**src/rtl/lsu_axi_master.sv**
```systemverilog
// Load/store bus master: core request to AXI-lite AW/W/B or AR/R.
// Optional LSU_MISALIGN_CHECK_EN faults misaligned half/word accesses.
module lsu_axi_master #(
  parameter int AXI_AWIDTH = 4,
  parameter int AXI_DWIDTH = 32
) (
  input  logic                  AXI_ACLK,
  input  logic                  AXI_ARESETN,
  input  logic                  REQ_VALID,
  output logic                  REQ_READY,
  input  logic                  REQ_WE,
  input  logic [31:0]           REQ_ADDR,
  input  logic [1:0]            REQ_SIZE,
  input  logic                  REQ_UNSIGNED,
  input  logic [31:0]           REQ_WDATA,
  output logic                  RSP_VALID,
  output logic [31:0]           RSP_RDATA,
  output logic                  RSP_ERR,
  output logic [AXI_AWIDTH-1:0] AXI_AWADDR,
  output logic                  AXI_AWVALID,
  input  logic                  AXI_AWREADY,
  output logic [AXI_DWIDTH-1:0] AXI_WDATA,
  output logic [3:0]            AXI_WSTRB,
  output logic                  AXI_WVALID,
  input  logic                  AXI_WREADY,
  input  logic [1:0]            AXI_BRESP,
  input  logic                  AXI_BVALID,
  output logic                  AXI_BREADY,
  output logic [AXI_AWIDTH-1:0] AXI_ARADDR,
  output logic                  AXI_ARVALID,
  input  logic                  AXI_ARREADY,
  input  logic [AXI_DWIDTH-1:0] AXI_RDATA,
  input  logic [1:0]            AXI_RRESP,
  input  logic                  AXI_RVALID,
  output logic                  AXI_RREADY
);

  typedef enum logic [1:0] {IDLE, WRITE, READ, DONE} state_t;

  state_t state_q, state_d;
  logic [1:0] off_q, off_d, size_q, size_d;
  logic uns_q, uns_d;
  logic aw_done_q, aw_done_d, w_done_q, w_done_d, b_done_q, b_done_d;
  logic awvalid_q, awvalid_d, wvalid_q, wvalid_d, bready_q, bready_d;
  logic arvalid_q, arvalid_d, rready_q, rready_d;
  logic [AXI_AWIDTH-1:0] awaddr_q, awaddr_d, araddr_q, araddr_d;
  logic [31:0] wdata_q, wdata_d, rdata_q, rdata_d;
  logic [3:0] wstrb_q, wstrb_d;
  logic err_q, err_d;

  logic misalign;
  logic [31:0] lane_data, rd_sh, rd_ext;
  logic [3:0] lane_strb;
  logic aw_hs, w_hs, b_hs, ar_hs, r_hs;
  logic unused_addr;

  assign unused_addr = ^REQ_ADDR[31:AXI_AWIDTH+2];

`ifdef LSU_MISALIGN_CHECK_EN
  assign misalign = (REQ_SIZE == 2'b01 && REQ_ADDR[0]) ||
                    (REQ_SIZE[1] && REQ_ADDR[1:0] != 2'b00);
`else
  assign misalign = 1'b0;
`endif

  always_comb begin
    lane_data = REQ_WDATA;
    lane_strb = 4'b1111;
    unique case (1'b1)
      REQ_SIZE == 2'b00: begin
        lane_data = {4{REQ_WDATA[7:0]}};
        lane_strb = 4'b0001 << REQ_ADDR[1:0];
      end
      REQ_SIZE == 2'b01: begin
        lane_data = {2{REQ_WDATA[15:0]}};
        lane_strb = 4'b0011 << {REQ_ADDR[1], 1'b0};
      end
      default: ;
    endcase
  end

  // word loads never shift; half loads only use the upper address bit
  always_comb begin
    rd_sh  = AXI_RDATA;
    rd_ext = AXI_RDATA;
    unique case (1'b1)
      size_q == 2'b00: begin
        rd_sh  = AXI_RDATA >> {off_q, 3'b000};
        rd_ext = {{24{~uns_q & rd_sh[7]}}, rd_sh[7:0]};
      end
      size_q == 2'b01: begin
        rd_sh  = AXI_RDATA >> {off_q[1], 4'b0000};
        rd_ext = {{16{~uns_q & rd_sh[15]}}, rd_sh[15:0]};
      end
      default: ;
    endcase
  end

  assign aw_hs = awvalid_q & AXI_AWREADY;
  assign w_hs  = wvalid_q & AXI_WREADY;
  assign b_hs  = bready_q & AXI_BVALID & ~b_done_q;
  assign ar_hs = arvalid_q & AXI_ARREADY;
  assign r_hs  = rready_q & AXI_RVALID;

  always_comb begin
    state_d   = state_q;
    off_d     = off_q;
    size_d    = size_q;
    uns_d     = uns_q;
    aw_done_d = aw_done_q;
    w_done_d  = w_done_q;
    b_done_d  = b_done_q;
    awvalid_d = awvalid_q;
    wvalid_d  = wvalid_q;
    bready_d  = bready_q;
    arvalid_d = arvalid_q;
    rready_d  = rready_q;
    awaddr_d  = awaddr_q;
    araddr_d  = araddr_q;
    wdata_d   = wdata_q;
    wstrb_d   = wstrb_q;
    rdata_d   = rdata_q;
    err_d     = err_q;
    unique case (state_q)
      IDLE: if (REQ_VALID) begin
        off_d     = REQ_ADDR[1:0];
        size_d    = REQ_SIZE;
        uns_d     = REQ_UNSIGNED;
        aw_done_d = 1'b0;
        w_done_d  = 1'b0;
        b_done_d  = 1'b0;
        rdata_d   = '0;
        err_d     = 1'b0;
        if (misalign) begin
          err_d   = 1'b1;
          state_d = DONE;
        end else if (REQ_WE) begin
          awaddr_d  = REQ_ADDR[AXI_AWIDTH+1:2];
          wdata_d   = lane_data;
          wstrb_d   = lane_strb;
          awvalid_d = 1'b1;
          wvalid_d  = 1'b1;
          bready_d  = 1'b1;
          state_d   = WRITE;
        end else begin
          araddr_d  = REQ_ADDR[AXI_AWIDTH+1:2];
          arvalid_d = 1'b1;
          rready_d  = 1'b1;
          state_d   = READ;
        end
      end
      WRITE: begin
        if (aw_hs) begin
          awvalid_d = 1'b0;
          aw_done_d = 1'b1;
        end
        if (w_hs) begin
          wvalid_d = 1'b0;
          w_done_d = 1'b1;
        end
        if (b_hs) begin
          b_done_d = 1'b1;
          err_d    = |AXI_BRESP;
        end
        if ((aw_done_q | aw_hs) && (w_done_q | w_hs) && (b_done_q | b_hs)) begin
          bready_d = 1'b0;
          state_d  = DONE;
        end
      end
      READ: begin
        if (ar_hs) arvalid_d = 1'b0;
        if (r_hs) begin
          arvalid_d = 1'b0;
          rready_d  = 1'b0;
          err_d     = |AXI_RRESP;
          rdata_d   = (|AXI_RRESP) ? 32'h0 : rd_ext;
          state_d   = DONE;
        end
      end
      DONE: state_d = IDLE;
      default: state_d = IDLE;
    endcase
  end

  always_ff @(posedge AXI_ACLK) begin
    if (!AXI_ARESETN) begin
      state_q   <= IDLE;
      off_q     <= '0;
      size_q    <= '0;
      uns_q     <= 1'b0;
      aw_done_q <= 1'b0;
      w_done_q  <= 1'b0;
      b_done_q  <= 1'b0;
      awvalid_q <= 1'b0;
      wvalid_q  <= 1'b0;
      bready_q  <= 1'b0;
      arvalid_q <= 1'b0;
      rready_q  <= 1'b0;
      awaddr_q  <= '0;
      araddr_q  <= '0;
      wdata_q   <= '0;
      wstrb_q   <= '0;
      rdata_q   <= '0;
      err_q     <= 1'b0;
    end else begin
      state_q   <= state_d;
      off_q     <= off_d;
      size_q    <= size_d;
      uns_q     <= uns_d;
      aw_done_q <= aw_done_d;
      w_done_q  <= w_done_d;
      b_done_q  <= b_done_d;
      awvalid_q <= awvalid_d;
      wvalid_q  <= wvalid_d;
      bready_q  <= bready_d;
      arvalid_q <= arvalid_d;
      rready_q  <= rready_d;
      awaddr_q  <= awaddr_d;
      araddr_q  <= araddr_d;
      wdata_q   <= wdata_d;
      wstrb_q   <= wstrb_d;
      rdata_q   <= rdata_d;
      err_q     <= err_d;
    end
  end

  assign REQ_READY   = (state_q == IDLE);
  assign RSP_VALID   = (state_q == DONE);
  assign RSP_RDATA   = rdata_q;
  assign RSP_ERR     = err_q;
  assign AXI_AWADDR  = awaddr_q;
  assign AXI_AWVALID = awvalid_q;
  assign AXI_WDATA   = wdata_q;
  assign AXI_WSTRB   = wstrb_q;
  assign AXI_WVALID  = wvalid_q;
  assign AXI_BREADY  = bready_q;
  assign AXI_ARADDR  = araddr_q;
  assign AXI_ARVALID = arvalid_q;
  assign AXI_RREADY  = rready_q;

endmodule

```
**config.mk**
```make
export PLATFORM = sky130hd
export DESIGN_NAME = lsu_axi_master
export DESIGN_NICKNAME = d
export VERILOG_FILES = /design/src/rtl/lsu_axi_master.sv
export SDC_FILE = /design/constraint.sdc
export NUM_CORES = 1
export LEC_CHECK = 0
export BUFFER_PORTS_ARGS = -buffer_cell sky130_fd_sc_hd__buf_2
export CAP_MARGIN = 20
export CORE_MARGIN = 3
export CORE_UTILIZATION = 35
export CTS_BUF_LIST = sky130_fd_sc_hd__clkbuf_8 sky130_fd_sc_hd__clkbuf_16
export DETAILED_ROUTE_END_ITERATION = 10
export GPL_ROUTABILITY_DRIVEN = 0
export GPL_TIMING_DRIVEN = 0
export SLEW_MARGIN = 10
export SYNTH_ARGS = -nofsm -noshare
export SYNTH_HDL_FRONTEND = slang
export SYNTH_SLANG_ARGS = --single-unit
```
**constraint.sdc**
```tcl
create_clock -name AXI_ACLK -period 4 [get_ports AXI_ACLK]
set_input_delay 0.8 -clock AXI_ACLK [delete_from_list [all_inputs] [get_ports AXI_ACLK]]
set_output_delay 0.8 -clock AXI_ACLK [all_outputs]
set_load 0.02 [all_outputs]
```
==> flow_metrics.py <==
metrics = {
    "placed_design": {
        "dp_hpwl_um": 11860,
        "dp_cells": 866,
        "port-buffer-count": 168,
        "dpl_cell_area_um2": 5537,
    },
    "sta": {
        "min_period_ps": 2351,
        "drv_slew": 0,
        "worst_pin_slew_ps": 1098,
        "hold_viol": 0,
        "relSlewSlack_pct": 26.21,
        "whs_ps": 459.9,
        "finClkSkew_ps": 11.99,
        "rsz0062_at_grt": "no",
        "period_share_pct": 58.77,
        "setup_violations": 0,
        "tns_ps": 0,
        "fmax_mhz": 425.4,
    },
    "clock_tree": {
        "cts_tree": "done",
        "clkTransAtPathRegs_ps": 70,
        "ctsResizeCount": 0,
        "clk_latency_ps": 350,
        "cts.htree.levels": 3,
        "cts_made_buffers": 9,
        "cts_hold_buf": 0,
        "cts-root-buf": "clkbuf_16",
        "post_cts_buffers": 0,
        "clock_path_buffers": 2,
        "clock_sinks": 92,
    },
    "drt": {
        "ant_nets": 0,
        "drtIter0Drc": 291,
        "first_pass_iters": 4,
        "wl_per_cell_um": 17.43,
        "vias": 4658,
        "vias_per_cell": 5.281,
        "drt_wl_total_um": 15380,
        "drc": 0,
    },
    "floorplanning": {
        "initial_core_util_pct": 36.58,
        "coreArea_um2": 12260,
        "die_w_um": 119.2,
        "rows": 40,
        "die_y_um": 119.2,
        "design.die.area_um2": 14210,
        "io_pins": 196,
    },
    "cells_and_area": {
        "fin_cells": 882,
        "drive_above_1_share_pct": 32.07,
        "layout.nets": 826,
        "stdcell_area_um2": 5849,
        "areaGrowthSynthToFinish_pct": 30.40,
        "diodes": 0,
    },
    "global_route": {
        "grt_pass1_wl_um": 24010,
        "grt_start_max_net_pins": 16,
        "overflow": 0,
        "first_global_vias": 4716,
        "antenna_found_initial": 0,
        "grt_usage_pct": 21.19,
    },
    "pwr": {
        "seqPwrFrac_pct": 33.7,
        "combPwrFrac_pct": 38.5,
        "power.density_nw_per_um2": 553.5,
        "p_total_w": 0.003237,
        "p_leak_nw": 2.578,
        "p_int_w": 0.001952,
        "swShare_pct": 39.72,
        "clkPwrFrac_pct": 27.8,
        "ir_drop_mv": 0.1844,
        "p_sw_w": 0.001286,
    },
    "yosys": {
        "yosysWarnings": 0,
        "synth_cell_type_count": 51,
        "avgSynthCellArea_um2": 8.463,
        "ys.flop_type": "dfxtp_1",
        "async_flop_share_pct": 0,
        "syn_nets": 647,
        "synth_edf_count": 0,
        "netlist_area_um2": 4486,
        "syn_inst": 530,
        "ys_ff_latch": 92,
        "yosysSeqAreaShare_pct": 41.06,
    },
    "worst_setup_path": {
        "crit_arrival_ps": 2600,
        "r2r_end": "RSP_RDATA[5]",
        "r2r_cells": 6,
        "critPathCaptureType": "flip-flop",
        "cp.required_ps": 4250,
        "r2r_slack_ps": 1650,
        "crit_type": "flip-flop to flip-flop",
        "critPathLaunchType": "flip-flop",
        "crit_path_max_fanout": 7,
        "reg2reg_from": "state_q[0]",
    },
    "hold_path": {
        "holdPathEnd": "AXI_WDATA[1]",
        "hold_depth": 2,
        "hold_path.class": "flip-flop to flip-flop",
        "hp-start": "AXI_WDATA[1]",
    },
    "status": {
        "status": "finished clean",
    },
    "run": {
        "drv_cap": 0,
    },
}
## power by group through the flow
stage | logic, W | clock network, W | registers, W
final | 0.00124 | 0.000900 | 0.00109
after global routing | 0.00137 | 0.000946 | 0.00111
after global placement | 0.00123 | 0 | 0.00111
after floorplan | 0.000746 | 0 | 0.00120
after CTS | 0.00125 | 0.000915 | 0.00109
after detailed placement | 0.00124 | 0 | 0.00111
## worst max-delay path, stage by stage (launching register included)
cell and delay, ps:
dfxtp_1 350, inv_1 110, ha_1 270, nand4bb_1 250
nor3_1 900, a21oi_1 70, a311oi_1 300
## state kept, by name (all words and copies together) (netlist names)
signal	cells
size_q	2
state_q	2
AXI_ARVALID	1
RSP_ERR	1
aw_done_q	1
AXI_BREADY	1
RSP_RDATA	32
AXI_ARADDR	4
AXI_WSTRB	4
AXI_RREADY	1
b_done_q	1
AXI_WVALID	1
w_done_q	1
AXI_AWVALID	1
AXI_WDATA	32
uns_q	1
off_q	2
AXI_AWADDR	4
## cells in the final DEF, fill, tap and decap left out, drive strengths merged, types with 5 or more instances in the layout
cell and instances:
nand2b 7, a211oi 8, clkbuf 40, inv 16, a22oi 17, o21ai 25, dfxtp 92, o211ai 11
nor3 5, buf 181, a22o 7, a21oi 63, a311oi 15, ha 5, nand2 101, a221oi 9
mux2 9, a31o 8, a2bb2oi 7, mux2i 26, nor2 22
## synthesized netlist by cell type (2+ instances only)
| master | count | share of area, % |
|---|---|---|
| a21oi_1 | 62 | 6.9 |
| inv_1 | 15 | 1.3 |
| clkbuf_1 | 29 | 2.4 |
| dfxtp_1 | 92 | 41 |
| a31o_1 | 2 | 0.39 |
| a21boi_0 | 3 | 0.50 |
| a311oi_1 | 15 | 2.9 |
| o211ai_1 | 11 | 1.8 |
| a22oi_1 | 17 | 2.8 |
| a221oi_2 | 8 | 2.7 |
| mux2i_1 | 26 | 5.8 |
| a31o_2 | 6 | 1.2 |
| nor2b_1 | 4 | 0.56 |
| nand2_1 | 101 | 8.5 |
| buf_2 | 12 | 1.3 |
| a2bb2oi_1 | 7 | 1.4 |
| mux2_2 | 8 | 2.0 |
| a31oi_1 | 4 | 0.56 |
| nor3_1 | 4 | 0.45 |
| o21ai_0 | 24 | 2.7 |
| or2_2 | 2 | 0.28 |
| nor2_1 | 22 | 1.8 |
| ha_1 | 5 | 1.4 |
| nand3_1 | 4 | 0.45 |
| nand2b_1 | 7 | 0.98 |
| a22o_1 | 7 | 1.4 |
| a211oi_1 | 8 | 1.3 |
| o21a_1 | 2 | 0.33 |
## through the flow
stage          setup WS [ps]  utilization, %
3_5_place_dp            1478           45.15
3_3_place_gp            1545           45.15
5_1_grt                 1423           47.70
4_1_cts                 1706           47.70
6_report                1649           47.70
2_1_floorplan           1986               -
## worst max path at each step
stage,start,endpoint,cells after the start
final,state_q[0],RSP_RDATA[5],6
after global routing,state_q[0],RSP_RDATA[2],6
after CTS,state_q[0],RSP_RDATA[2],6
after detailed placement,AXI_RRESP[0],RSP_RDATA[0],5
after global placement,AXI_RRESP[0],RSP_RDATA[2],5
after floorplan,AXI_ARESETN,RSP_RDATA[10],6
## cell families after synthesis
| family | Yosys count | synth area share [%] |
|---|---|---|
| flip-flops | 92 | 41.06 |
| AND/OR/NAND/NOR | 153 | 14.67 |
| buffers and inverters | 59 | 5.439 |
| multiplexers | 35 | 8.145 |
| adder cells (fa/ha/maj) | 5 | 1.395 |
| AO/OA/AOI/OAI | 186 | 29.29 |
## layout make-up
| type | instances | area, um^2 |
|---|---|---|
| multi-input cells | 379 | 2400 |
| clock buffers | 11 | 252.7 |
| inverters | 17 | 63.81 |
| clock inverters | 5 | 60.06 |
| fillers | 1222 | 6412 |
| repair buffers | 168 | 840.8 |
| well taps | 168 | 210.2 |
| plain buffers | 42 | 180.2 |
| flip-flops and latches | 92 | 1842 |
## per-layer routing
metal	vias to the layer above	global-route usage (%)	routed length, um
met5	-	0	0
met4	0	9.848	466
met3	30	5.698	1250
met2	193	34.23	6903
met1	2156	26.23	6756
li1	2279	-	-
No activity file was read; power rests on OpenSTA's default activity.
